**src/rtl/multicycle_control.sv**
```systemverilog
// Multi-cycle control FSM for the 16-bit, 4-register MIPS-style datapath.
// Sequences FETCH/DECODE/EXEC/MEM/WB steps over a shared ALU and unified memory port.
module multicycle_control #(
  parameter int unsigned MEM_TIMEOUT = 15,
  parameter int unsigned CNT_W       = 16
) (
  input  logic             clock,
  input  logic             reset,
  input  logic [3:0]       op,
  input  logic             zero,
  input  logic             mem_ready,
  output logic             mem_req,
  output logic             mem_write,
  output logic             iord,
  output logic             ir_write,
  output logic             pc_write,
  output logic             pc_source,
  output logic             reg_write,
  output logic             reg_dst,
  output logic             mem_to_reg,
  output logic             alu_src_a,
  output logic [1:0]       alu_src_b,
  output logic [1:0]       alu_op,
  output logic [3:0]       state,
  output logic             illegal_op,
  output logic             bus_error,
  output logic [CNT_W-1:0] instr_count
);

  localparam int unsigned WaitW = (MEM_TIMEOUT > 0) ? $clog2(MEM_TIMEOUT + 1) : 1;
  localparam logic [WaitW-1:0] WaitLimit = WaitW'(MEM_TIMEOUT);
  localparam bit TimeoutEn = (MEM_TIMEOUT != 0);

  typedef enum logic [3:0] {
    StFetch    = 4'd0,
    StDecode   = 4'd1,
    StMemAddr  = 4'd2,
    StMemRd    = 4'd3,
    StMemWb    = 4'd4,
    StMemWr    = 4'd5,
    StRExec    = 4'd6,
    StRWb      = 4'd7,
    StBranch   = 4'd8,
    StAddiExec = 4'd9,
    StAddiWb   = 4'd10,
    StTrap     = 4'd11
  } state_e;

  state_e             state_q, state_d;
  logic [WaitW-1:0]   wait_q;
  logic               illegal_q, bus_error_q;
  logic [CNT_W-1:0]   count_q;

  logic in_mem_state;
  logic limit_hit;
  logic retire;
  logic set_illegal;
  logic set_timeout;

  assign in_mem_state = (state_q == StFetch) || (state_q == StMemRd) || (state_q == StMemWr);
  assign limit_hit    = TimeoutEn && (wait_q == WaitLimit) && !mem_ready;

  // Next-state and event decode.
  always_comb begin
    state_d     = state_q;
    retire      = 1'b0;
    set_illegal = 1'b0;
    set_timeout = 1'b0;
    case (state_q)
      StFetch: begin
        if (mem_ready) begin
          state_d = StDecode;
        end else if (limit_hit) begin
          state_d     = StTrap;
          set_timeout = 1'b1;
        end
      end
      StDecode: begin
        case (op)
          4'b0000, 4'b0001, 4'b0010, 4'b0011, 4'b0111: state_d = StRExec;
          4'b0100:                                     state_d = StAddiExec;
          4'b0101, 4'b0110:                            state_d = StMemAddr;
          4'b1000:                                     state_d = StBranch;
          default: begin
            state_d     = StTrap;
            set_illegal = 1'b1;
          end
        endcase
      end
      StMemAddr:  state_d = (op == 4'b0110) ? StMemWr : StMemRd;
      StMemRd: begin
        if (mem_ready) begin
          state_d = StMemWb;
        end else if (limit_hit) begin
          state_d     = StTrap;
          set_timeout = 1'b1;
        end
      end
      StMemWr: begin
        if (mem_ready) begin
          state_d = StFetch;
          retire  = 1'b1;
        end else if (limit_hit) begin
          state_d     = StTrap;
          set_timeout = 1'b1;
        end
      end
      StRExec:    state_d = StRWb;
      StAddiExec: state_d = StAddiWb;
      StMemWb, StRWb, StAddiWb, StBranch: begin
        state_d = StFetch;
        retire  = 1'b1;
      end
      StTrap:     state_d = StTrap;
      default:    state_d = StFetch;
    endcase
  end

  always_ff @(posedge clock) begin
    if (reset) begin
      state_q     <= StFetch;
      wait_q      <= '0;
      illegal_q   <= 1'b0;
      bus_error_q <= 1'b0;
      count_q     <= '0;
    end else begin
      state_q <= state_d;
      if (set_illegal) illegal_q <= 1'b1;
      if (set_timeout) bus_error_q <= 1'b1;
      if (retire) count_q <= count_q + CNT_W'(1);
      // Counter restarts on every state change, so each memory state gets a fresh budget.
      if (state_d != state_q) begin
        wait_q <= '0;
      end else if (TimeoutEn && in_mem_state && !mem_ready) begin
        wait_q <= wait_q + WaitW'(1);
      end
    end
  end

  // Moore output decode; memory-state strobes are qualified by mem_ready.
  always_comb begin
    mem_req    = 1'b0;
    mem_write  = 1'b0;
    iord       = 1'b0;
    ir_write   = 1'b0;
    pc_write   = 1'b0;
    pc_source  = 1'b0;
    reg_write  = 1'b0;
    reg_dst    = 1'b0;
    mem_to_reg = 1'b0;
    alu_src_a  = 1'b0;
    alu_src_b  = 2'b00;
    alu_op     = 2'b00;
    case (state_q)
      StFetch: begin
        mem_req   = 1'b1;
        alu_src_b = 2'b01;
        ir_write  = mem_ready;
        pc_write  = mem_ready;
      end
      StDecode: alu_src_b = 2'b11;
      StMemAddr, StAddiExec: begin
        alu_src_a = 1'b1;
        alu_src_b = 2'b10;
      end
      StMemRd: begin
        mem_req = 1'b1;
        iord    = 1'b1;
      end
      StMemWb: begin
        reg_write  = 1'b1;
        mem_to_reg = 1'b1;
      end
      StMemWr: begin
        mem_req   = 1'b1;
        mem_write = 1'b1;
        iord      = 1'b1;
      end
      StRExec: begin
        alu_src_a = 1'b1;
        alu_op    = 2'b10;
      end
      StRWb: begin
        reg_write = 1'b1;
        reg_dst   = 1'b1;
      end
      StBranch: begin
        alu_src_a = 1'b1;
        alu_op    = 2'b01;
        pc_source = 1'b1;
        pc_write  = zero;
      end
      StAddiWb: reg_write = 1'b1;
      default: ;
    endcase
    // Reset drops any outstanding access in the same cycle.
    if (reset) begin
      mem_req   = 1'b0;
      mem_write = 1'b0;
      ir_write  = 1'b0;
      pc_write  = 1'b0;
      reg_write = 1'b0;
    end
  end

  assign state       = state_q;
  assign illegal_op  = illegal_q;
  assign bus_error   = bus_error_q;
  assign instr_count = count_q;

  a_no_rw_with_mem : assert property (@(posedge clock) disable iff (reset)
    !(reg_write && mem_req));

endmodule

```
**config.mk**
```make
export PLATFORM = sky130hd
export DESIGN_NAME = multicycle_control
export DESIGN_NICKNAME = d
export VERILOG_FILES = /design/src/rtl/multicycle_control.sv
export SDC_FILE = /design/constraint.sdc
export NUM_CORES = 1
export LEC_CHECK = 0
export ABC_CLOCK_PERIOD_IN_PS = 2000
export CAP_MARGIN = 20
export CORE_MARGIN = 8
export CORE_UTILIZATION = 40
export CTS_CLUSTER_SIZE = 12
export DETAILED_ROUTE_END_ITERATION = 7
export DONT_BUFFER_PORTS = 1
export SKIP_CTS_REPAIR_TIMING = 1
export SLEW_MARGIN = 20
export SYNTH_ARGS = -nofsm -noshare
export SYNTH_HDL_FRONTEND = slang
export SYNTH_SLANG_ARGS = --single-unit
```
**constraint.sdc**
```tcl
create_clock -name clock -period 2 [get_ports clock]
set_clock_uncertainty 0.15 [all_clocks]
set_input_delay 0.4 -clock clock [delete_from_list [all_inputs] [get_ports clock]]
set_output_delay 0.4 -clock clock [all_outputs]
set_load 0.03 [all_outputs]
```
Word level (Yosys, flattened, before mapping)
Index checks and enable logic that the tools add are counted.
- output and inout bits: 36
- input port bits: 8
- register bits after elaboration: 26
- word-level logic and storage cells: 76
- add/sub/neg operators: 2
- reduce and logical (&&, ||, !) cells: 17
- muxes and demuxes: 31
- eq/ne operators: 21
- operators by type and width (cell ; count):
    == test 4 x 3 -> 1 bit, second input constant ; 8
    case mux 4 bit (8 select lines) ; 1
    == test 4 bit, second input constant ; 6
    2-to-1 mux 1 bit ; 20
    adder 16 x 1 -> 16 bit, second input constant ; 1
    == test 4 x 2 -> 1 bit, second input constant ; 4
    2-to-1 mux 4 bit ; 4
    case mux 4 bit (4 select lines) ; 1
    OR reduction 9 bit ; 1
    == test 4 x 1 -> 1 bit, second input constant ; 2
    logical NOT 4 bit ; 2
    OR reduction 2 bit ; 4
    OR reduction 4 bit ; 2
    case mux 2 bit (3 select lines) ; 1
    OR reduction 3 bit ; 2
    OR reduction 5 bit ; 1
    adder 4 x 1 -> 4 bit, second input constant ; 1
    != test 4 bit ; 1
    case mux 1 bit (2 select lines) ; 2
    case mux 2 bit (2 select lines) ; 1
    2-to-1 mux 3 bit ; 1
    logical AND 1 bit ; 2
    logical OR 1 bit ; 2
    logical NOT 1 bit ; 1

Logic depth before layout (Yosys ltp)
Gate-level depths: netlist of run 1.
- depth after elaboration: 7
- depth in mapped cells: 7
- gate-level depth less buffers: 6

Worst setup path before layout of run 1
Ideal clock, no wire load.
- path type: register to output
- start: register state_q[3], in the netlist state[3]
- end: output pc_write
- path slack: -0.445 ns
- required time: 1.450 ns
- stages on the path, launching flop included: 4
- arrival: 1.895 ns
- buffers on the path: 1
- cells stage by stage: dfxtp_1 > clkbuf_1 > mux2i_1 > nor4_1
- word-level cells in the longest chain between the ends: 3
- elaborated cells between the ends (all ways): 4
- those cells by class: 1 x eq/ne; 2 x mux; 1 x reduce/logical
- RTL lines (item ; RTL line ; source):
    start: declaration ; 49 ; state_e state_q, state_d;
    start signal: assignment ; 121 ; state_q <= StFetch;
    start signal: assignment ; 127 ; state_q <= state_d;
    == test 4 bit / logical NOT 4 bit (equally long branches) ; 154 ; case (state_q)
    case mux 1 bit (2 select lines) * ; 154 ;
    2-to-1 mux 1 bit * ; 197 ; if (reset) begin
    end: declaration ; 16 ; output logic pc_write,
Mark *: on every way between the ends. The rest lies on a longest branch, timed or not.

Final worst setup path of run 1
- start: register wait_q[0]
- end: register wait_q[1]
- word-level cells in the longest chain between the ends: 7
- elaborated cells between the ends (all ways): 10
- those cells by class: 1 x add/sub; 2 x eq/ne; 5 x mux; 2 x reduce/logical
- RTL lines (item ; RTL line ; source):
    start: declaration ; 50 ; logic [WaitW-1:0] wait_q;
    start signal: assignment ; 135 ; wait_q <= wait_q + WaitW'(1);
    == test 4 bit ; 61 ; assign limit_hit = TimeoutEn && (wait_q == WaitLimit) && !mem_ready;
    logical AND 1 bit ; 61 ;
    2-to-1 mux 4 bit ; 73, 94, 103 ;
    2-to-1 mux 4 bit, on equally long branches ; 100, 71, 92 ;
    case mux 4 bit (8 select lines) ; 69 ; case (state_q)
    != test 4 bit ; 132 ; if (state_d != state_q) begin
    OR reduction 2 bit (no line) ; n/a ;
Parallel ways exist; a longest one is shown, timed or not.
A chain may end at the register's enable or synchronous reset.

==> results of run 1 <==
## final cells by class
type,instances,share of cell area
inverters,3,0.00640
clock inverters,1,0.0128
well taps,50,0.0267
flip-flops and latches,26,0.233
clock buffers,3,0.0176
multi-input cells,162,0.526
repair buffers,52,0.178
## power by group through the flow
| stage | Combinational, mW | Sequential, mW | Clock, mW |
|---|---|---|---|
| final | 1.00 | 0.612 | 0.448 |
| after global routing | 1.07 | 0.618 | 0.479 |
| after CTS | 0.845 | 0.601 | 0.461 |
| after detailed placement | 0.841 | 0.612 | 0 |
| after global placement | 0.834 | 0.611 | 0 |
| after floorplan | 0.562 | 0.642 | 0 |
## kinds of logic after synthesis
family	after synthesis
buffers and inverters	15
AND/OR/NAND/NOR	90
adder cells (fa/ha/maj)	2
XOR/XNOR	10
multiplexers	4
AO/OA/AOI/OAI	56
flip-flops	26
## path summary, 6_finish.rpt
kind	endpoint	slack, ns
worst max-delay path	wait_q[1]	-0.06
worst min-delay path	instr_count[12]	0.02
worst max register to register	wait_q[1]	-0.06
worst min register to register	bus_error	0.49
## worst register-to-register path, stage by stage (launching register included)
cell	delay, ns
dfxtp_4	0.38
ha_4	0.15
nand3_4	0.07
or3_4	0.38
a221oi_4	0.26
o211ai_1	0.25
a221oi_2	0.33
## metal layers
layer | GRT usage | vias up
li1 | - | 838
met1 | 0.173 | 839
met2 | 0.251 | 52
met3 | 0.0462 | 6
met4 | 0.0473 | 0
met5 | 0 | -
## sequential cells by signal, summed over array words and instances (netlist names)
register and cells:
wait_q 4, bus_error 1, instr_count 16, state 4, illegal_op 1
## cell usage in the layout, fill, tap and decap left out, types with 3 or more instances in the layout
master and n:
nor3_1 8, a21oi_1 8, dfxtp_1 16, nand2_1 11
xor2_1 7, or3_1 7, a211oi_1 4, buf_6 7
or3_4 4, mux2i_1 3, buf_4 45, o21ai_0 13
a21oi_2 7, dfxtp_4 5, nand2b_1 3, nand3_1 6
xnor2_1 3, nor2_1 21, dfxtp_2 5, clkbuf_8 3
## through the flow
stage | cells | setup slack (ns) | utilization | area [µm²] | power (mW)
floorplan | 203 | -0.0324 | - | 1700 | 1.20
global placement | 285 | 0.0597 | 0.509 | 2020 | 1.44
detailed placement | 285 | -0.0923 | 0.509 | 2020 | 1.45
CTS | 289 | -0.154 | 0.527 | 2090 | 1.91
global route | 297 | -0.157 | 0.591 | 2350 | 2.17
finish | 297 | -0.0569 | 0.591 | 2350 | 2.06
==> flow_metrics.tcl, run 1 <==
set metrics [dict create \
    wl_met1_um 2050 \
    cts_tree "yes" \
    hold_depth 1 \
    synth_edf_count 0 \
    crit_path_max_fanout 4 \
    via_per_inst 5.84 \
    p_sw_uw 815 \
    cts_max_level 1 \
    synth_top_area_share 0.319 \
    syn_to_final_growth_pct 43.7 \
    min_period_ns 2.06 \
    switching_share 0.395 \
    grt_use_total 0.149 \
    grt_pass1_wl_um 7840 \
    synth-seq-cells 26 \
    syn_area_per_cell_um2 8.04 \
    yosysTopAreaCell "dfxtp_1" \
    cp.required_ns 2.04 \
    arrival_ns 2.09 \
    async_flop_share 0 \
    timing.rr.start "wait_q[0]" \
    synthXorXnorAreaFrac 0.0536 \
    antenna_found_initial 0 \
    synth_cells 203 \
    syn-num-nets 213 \
    slew_headroom 0.707 \
    rows 23 \
    startpoint_type "flop" \
    regArea_um2 546 \
    synth_compound_area_frac 0.241 \
    tns_ns -0.154 \
    reg2reg_depth 6 \
    worst_path_max_delay_cell "dfxtp_4" \
    cp.buffers_inverters 0 \
    dieArea_um2 6380 \
    core_area_um2 3970 \
    setup_viol 6 \
    min_from "reset" \
    hpwl_um 3550 \
    drive_above_1_share 0.421 \
    diodes 0 \
    criticalPathCategory "reg2reg" \
    violations "negative setup slack" \
    multi_input_area_um2 1230 \
    via_count 1735 \
    fin_nets 258 \
    clock.fmax_ghz 0.486 \
    synth_commonest_cells "dfxtp_1, nor2_1, a21oi_1, o21ai_0" \
    cts.sinks 26 \
    netlist_area_um2 1630 \
    cp.depth 6 \
    finalHoldViolCount 0 \
    cp_cell_sequence "ha_4 > nand3_4 > or3_4 > a221oi_4 > o211ai_1 > a221oi_2" \
    status "complete, but fails checks" \
    synthSimpleGateAreaFrac 0.303 \
    power.leakage_nw 0.851 \
    synth_ff_type "dfxtp_1" \
    hp-class "in2reg" \
    worst_hold_slack_ns 0.0248 \
    report.final.slew_viol_count 0 \
    numCtsBuffers 3 \
    synth.area.top_cells "dfxtp_1, nor2_1, a21oi_1, o21ai_0, or3_1" \
    endpoint_kind "flop" \
    cts-root-buf "clkbuf_8" \
    initial_core_util 0.411 \
    critical-path-top-delay-family "compound AO/OA/AOI/OAI gates" \
    ys_types 51 \
    pwr-share-comb 0.486 \
    post-synth-top-count-cell "dfxtp_1" \
    clkLatencyLatePin_ns 0.28 \
    critPathMaxStageDelay_ns 0.38 \
    yosys_warnings 0 \
    route.met3.wl_um 395 \
    drtAntennaViolNets 0 \
    wl_met2_um 2400 \
    first_global_vias 1663 \
    fp.dieH_um 79.9 \
    wirelength_um 4920 \
    final.period_utilization 1.03 \
    die_w_um 79.9 \
    internal_power_mw 1.25 \
    crit_path_start "wait_q[0]" \
    pwr-share-seq 0.297 \
    firstDrtPassIters 4 \
    setup_ws_ns -0.0569 \
    grt_max_degree 30 \
    synth_top_family_by_area "simple AND/OR/NAND/NOR gates" \
    wl_per_cell_um 16.6 \
    grt_setup_unrepaired "true" \
    synthMuxAreaShare 0.0253 \
    synth.yosys.seq_area_share 0.319 \
    port_buffers 0 \
    grt_remaining_overflow 0 \
    ir_drop_v 0.000328 \
    cts.reportedPaths.clkPinSlew_ns 0.10 \
    p_clk_frac 0.217 \
    clockBufferDepth 2 \
    power.density_nw_per_um2 879 \
    place_congestion 0.860 \
    io_pins 44 \
    n_fill_cell 343 \
    drc_errors 0 \
    tightestPinTransition_ns 0.438 \
    maxCapViolations 0 \
    top_layer_used "met4" \
    initialDrtViolationCount 123 \
    synthAdderAreaFrac 0.0153 \
]
(Power assumes the default switching activity.)
==> run 2, diff against run 1 <==
--- a/config.mk
+++ b/config.mk
@@ -5,6 +5,7 @@
 export SDC_FILE = /design/constraint.sdc
 export NUM_CORES = 1
 export LEC_CHECK = 0
+export ABC_AREA = 1
 export ABC_CLOCK_PERIOD_IN_PS = 2000
 export CAP_MARGIN = 20
 export CORE_MARGIN = 8
@@ -12,8 +13,10 @@
 export CTS_CLUSTER_SIZE = 12
 export DETAILED_ROUTE_END_ITERATION = 7
 export DONT_BUFFER_PORTS = 1
+export REMOVE_ABC_BUFFERS = 1
 export SKIP_CTS_REPAIR_TIMING = 1
 export SLEW_MARGIN = 20
 export SYNTH_ARGS = -nofsm -noshare
 export SYNTH_HDL_FRONTEND = slang
 export SYNTH_SLANG_ARGS = --single-unit
+export TNS_END_PERCENT = 10
==> flow_metrics.tcl, run 2 <==
set metrics [dict create \
    ir_drop_v 0.000796 \
    synthSimpleGateAreaFrac 0.431 \
    antenna_found_initial 0 \
    final_cell_mix "nand2_1, buf_4, nor2_1" \
    timing.rr.start "state[2]" \
    synth_top_area_share 0.305 \
    power.leakage_nw 0.897 \
    final_area_um2 2100 \
    hp-class "in2reg" \
    tightestPinTransition_ns 0.372 \
    grt_remaining_overflow 0 \
    cts-root-buf "clkbuf_8" \
    dpl_cell_area_um2 1970 \
    synth.yosys.seq_area_share 0.305 \
    synthXorXnorAreaFrac 0.0463 \
    first_global_vias 1712 \
    fin_nets 318 \
    cts.reportedPaths.clkPinSlew_ns 0.09 \
    drtAntennaViolNets 0 \
    critPathCapture "alu_src_a" \
    cp.required_ns 1.45 \
    async_flop_share 0 \
    synth_commonest_cells "nand2_1, nor2_1, inv_1" \
    drive_above_1_share 0.244 \
    wirelength_um 4500 \
    grt_use_total 0.141 \
    largest_reg_flops 16 \
    setup_viol 0 \
    status "complete, no violations" \
    critPathMaxStageDelay_ns 0.41 \
    rows 23 \
    cts_max_level 1 \
    met1_usage 0.157 \
    cts.sinks 26 \
    netlist_area_um2 1700 \
    grt_setup_unrepaired "false" \
    place_congestion 0.895 \
    slew_headroom 0.752 \
    total_power_mw 2.32 \
    synth_cells 272 \
    ys_types 29 \
    post-synth-top-count-cell "nand2_1" \
    drc_errors 0 \
    synth-seq-cells 26 \
    via_count 1771 \
    reg2reg_to "instr_count[14]" \
    grt.busiest_layer "met2" \
    startpoint_type "flop" \
    initialDrtViolationCount 52 \
    synth_compound_area_frac 0.104 \
    core_area_um2 4060 \
    synth_edf_count 0 \
    io_pins 44 \
    utilization 0.519 \
    clockBufferDepth 2 \
    clkLatencyLatePin_ns 0.27 \
    via_per_inst 4.96 \
    firstDrtPassIters 4 \
    syn_to_final_growth_pct 23.5 \
    cts_tree "yes" \
    synth.area.top_cells "dfxtp_1, nand2_1, nor2_1, inv_1, a21oi_1" \
    yosysTopAreaCell "dfxtp_1" \
    synthMuxAreaShare 0.00661 \
    synth_ff_type "dfxtp_1" \
    synth_top_family_by_area "simple AND/OR/NAND/NOR gates" \
    dieArea_um2 6600 \
    initial_core_util 0.420 \
    syn_area_per_cell_um2 6.27 \
    power.density_nw_per_um2 1100 \
    clock.fmax_ghz 0.515 \
    finalHoldViolCount 0 \
    diodes 0 \
    reg2reg_depth 9 \
    crit_path_start "state[3]" \
    numCtsBuffers 3 \
    fp.dieH_um 81.3 \
    use_met3 0.0430 \
    report.final.slew_viol_count 0 \
    die_w_um 81.3 \
    grt_max_degree 23 \
    endpoint_kind "output port" \
    maxCapViolations 0 \
    cp_cell_sequence "clkinvlp_4 > buf_4 > nand2_1 > o21ai_0 > buf_4" \
    hpwl_um 3560 \
    port_buffers 0 \
    yosys_warnings 0 \
    cpMostUsedCell "buf_4" \
    arrival_ns 1.39 \
    wl_per_cell_um 12.6 \
    crit_path_max_fanout 6 \
    grt_pass1_wl_um 7620 \
    final_common_cell "nand2_1" \
    final.period_utilization 0.970 \
    criticalPathCategory "reg2out" \
    min_period_ns 1.94 \
    use_met2 0.255 \
    ff2ff_setup_slack_ns 0.18 \
    synthAdderAreaFrac 0.0147 \
    worst_path_max_delay_cell "dfxtp_4" \
]
## run 2: cell type report
| class | count | area [µm²] |
|---|---|---|
| fill | 435 | 1950 |
| clock buffer | 4 | 55.1 |
| multi-input combinational | 208 | 1060 |
| inverter | 33 | 128 |
| sequential | 26 | 533 |
| timing repair buffer | 36 | 270 |
| tap | 50 | 62.6 |
## run 2: power breakdown
group	total, mW	internal [mW]	switching, mW
registers	0.673	0.583	0.0897
logic	1.30	0.438	0.867
clock network	0.342	0.176	0.166
total	2.32	1.20	1.12
## run 2: routing by layer
layer  up-vias  wire, µm
met1       791      1940
met4         0        29
met3         2       352
li1        941         -
met2        37      2180
met5         -         0
## run 2: logic make-up after synthesis
group,count (synthesis)
buffers and inverters,38
multiplexers,1
AO/OA/AOI/OAI,33
flip-flops,26
AND/OR/NAND/NOR,163
adder cells (fa/ha/maj),2
XOR/XNOR,9
## run 2: how the worst min path moves through the flow
stage / to / start / slack [ns] / cells past startpoint
after floorplan: bus_error / reset / 0.32 / 1
after global placement: illegal_op / reset / 0.32 / 1
after detailed placement: instr_count[13] / reset / 0.33 / 1
after CTS: instr_count[12] / reset / 0.03 / 1
after global routing: state[2] / reset / 0.02 / 1
final: state[1] / reset / 0.03 / 1
## run 2: stage by stage
stage	TNS, ns	instances	hold WS [ns]	setup WS, ns
2_1_floorplan	-1.73	267	0.319	-0.246
3_3_place_gp	0	348	0.324	0.201
3_5_place_dp	0	348	0.326	0.197
4_1_cts	-0.314	352	0.0253	-0.0954
5_1_grt	0	357	0.0203	0.00586
6_report	0	357	0.0349	0.0595
## run 2: worst max-delay path: cells and delay by family, from the launching register on
family	cells	cell delay [ns]
flip-flops	1	0.41
AO/OA/AOI/OAI	1	0.10
AND/OR/NAND/NOR	1	0.10
buffers and inverters	3	0.52
==> run 3, diff against run 2 <==
--- a/config.mk
+++ b/config.mk
@@ -8,9 +8,7 @@
 export ABC_AREA = 1
 export ABC_CLOCK_PERIOD_IN_PS = 2000
 export CAP_MARGIN = 20
-export CORE_MARGIN = 8
 export CORE_UTILIZATION = 40
-export CTS_CLUSTER_SIZE = 12
 export DETAILED_ROUTE_END_ITERATION = 7
 export DONT_BUFFER_PORTS = 1
 export REMOVE_ABC_BUFFERS = 1
==> flow_metrics.tcl, run 3 (same netlist as run 2, synthesis figures left out) <==
set metrics [dict create \
    clockBufferDepth 2 \
    final_cell_mix "nand2_1, buf_4, nor2_1" \
    ir_drop_v 0.000812 \
    clock.fmax_ghz 0.508 \
    grt.busiest_layer "met2" \
    initialDrtViolationCount 85 \
    tns_ns 0 \
    hpwl_um 3270 \
    cts_max_level 1 \
    place_congestion 0.882 \
    finalNonFillerCells 357 \
    numCtsBuffers 3 \
    startpoint_type "flop" \
    largest_reg_flops 16 \
    first_global_vias 1544 \
    antenna_found_initial 0 \
    grt_remaining_overflow 0 \
    die_w_um 67.3 \
    use_met3 0.0591 \
    firstDrtPassIters 4 \
    pwr-share-seq 0.284 \
    cts-root-buf "clkbuf_8" \
    multi_input_area_um2 1090 \
    drc_errors 0 \
    critical-path-top-delay-family "flip-flops" \
    wirelength_um 4290 \
    rows 23 \
    drive_above_1_share 0.254 \
    dieArea_um2 4530 \
    hp-class "in2reg" \
    slew_headroom 0.751 \
    final_area_um2 2140 \
    cts.sinks 26 \
    arrival_ns 1.42 \
    diodes 0 \
    io_pins 44 \
    utilization 0.528 \
    syn_to_final_growth_pct 25.7 \
    switching_share 0.488 \
    finalHoldViolCount 0 \
    via_count 1775 \
    power.density_nw_per_um2 1120 \
    wl_per_cell_um 12.0 \
    cp.buffers_inverters 2 \
    min_period_ns 1.97 \
    fp.dieH_um 67.3 \
    dpl_cell_area_um2 1970 \
    regArea_um2 536 \
    grt_use_total 0.194 \
    cts.reportedPaths.clkPinSlew_ns 0.09 \
    met1_usage 0.233 \
    final_common_cell "nand2_1" \
    internal_power_mw 1.23 \
    critPathMaxStageDelay_ns 0.41 \
    power.leakage_nw 0.915 \
    pre_cts_ws_ns 0.126 \
    worst_path_max_delay_cell "dfxtp_4" \
    p_clk_frac 0.144 \
    n_fill_cell 434 \
    endpoint_kind "output port" \
    final.period_utilization 0.984 \
    placed_cells 348 \
    p_sw_mw 1.17 \
    cp.required_ns 1.45 \
    cts_tree "yes" \
    use_met2 0.341 \
    tightestPinTransition_ns 0.371 \
    grt_pass1_wl_um 6730 \
    status "complete, no violations" \
    port_buffers 0 \
    setup_ws_ns 0.0326 \
    clkLatencyLatePin_ns 0.27 \
    initial_core_util 0.420 \
    report.final.slew_viol_count 0 \
    core_area_um2 4060 \
    pwr-share-comb 0.572 \
    fin_nets 318 \
    total_power_mw 2.40 \
    cp_cell_sequence "clkinvlp_4 > nor2_4 > nand2_1 > nand2_2 > o21ai_1 > inv_2" \
    crit_path_max_fanout 6 \
    drtAntennaViolNets 0 \
    maxCapViolations 0 \
    grt_max_degree 23 \
    worst_hold_slack_ns 0.0324 \
    criticalPathCategory "reg2out" \
    via_per_inst 4.97 \
    setup_viol 0 \
]
-- run 3: changes by cell type in the layout (fill, tap and decap cells not counted), moves of 2 or more --
| cell | previous run | this run |
|---|---|---|
| nand2_1 | 68 | 65 |
| nor2_2 | 8 | 5 |
| nor2_4 | 3 | 6 |
| nand2_4 | 1 | 3 |
-- run 3: area by class of cell --
type                    count  area share
well taps                  50      0.0292
clock buffers               4      0.0257
multi-input cells         208       0.508
inverters                  33      0.0607
repair buffers             36       0.126
flip-flops and latches     26       0.250
-- run 3: final timing paths --
check	start	to	slack (ns)	cells after the start
max	state[3]	reg_write	0.03	6
min	reset	state[0]	0.03	1
max reg2reg	state[2]	instr_count[15]	0.18	9
min reg2reg	instr_count[5]	instr_count[5]	0.34	2
-- run 3: power groups by stage --
stage / clock, mW / sequential (mW) / combinational, mW
4_1_cts: 0.358 / 0.646 / 1.25
3_3_place_gp: 0 / 0.656 / 1.25
6_report: 0.345 / 0.682 / 1.37
3_5_place_dp: 0 / 0.658 / 1.25
2_1_floorplan: 0 / 0.744 / 0.832
5_1_grt: 0.375 / 0.694 / 1.50
-- run 3: metal layers --
layer,wire length [µm],up-vias,part of all wire
li1,-,937,-
met1,1940,782,0.45
met2,2030,52,0.47
met3,298,4,0.069
met4,30,0,0.0070
met5,0,-,0
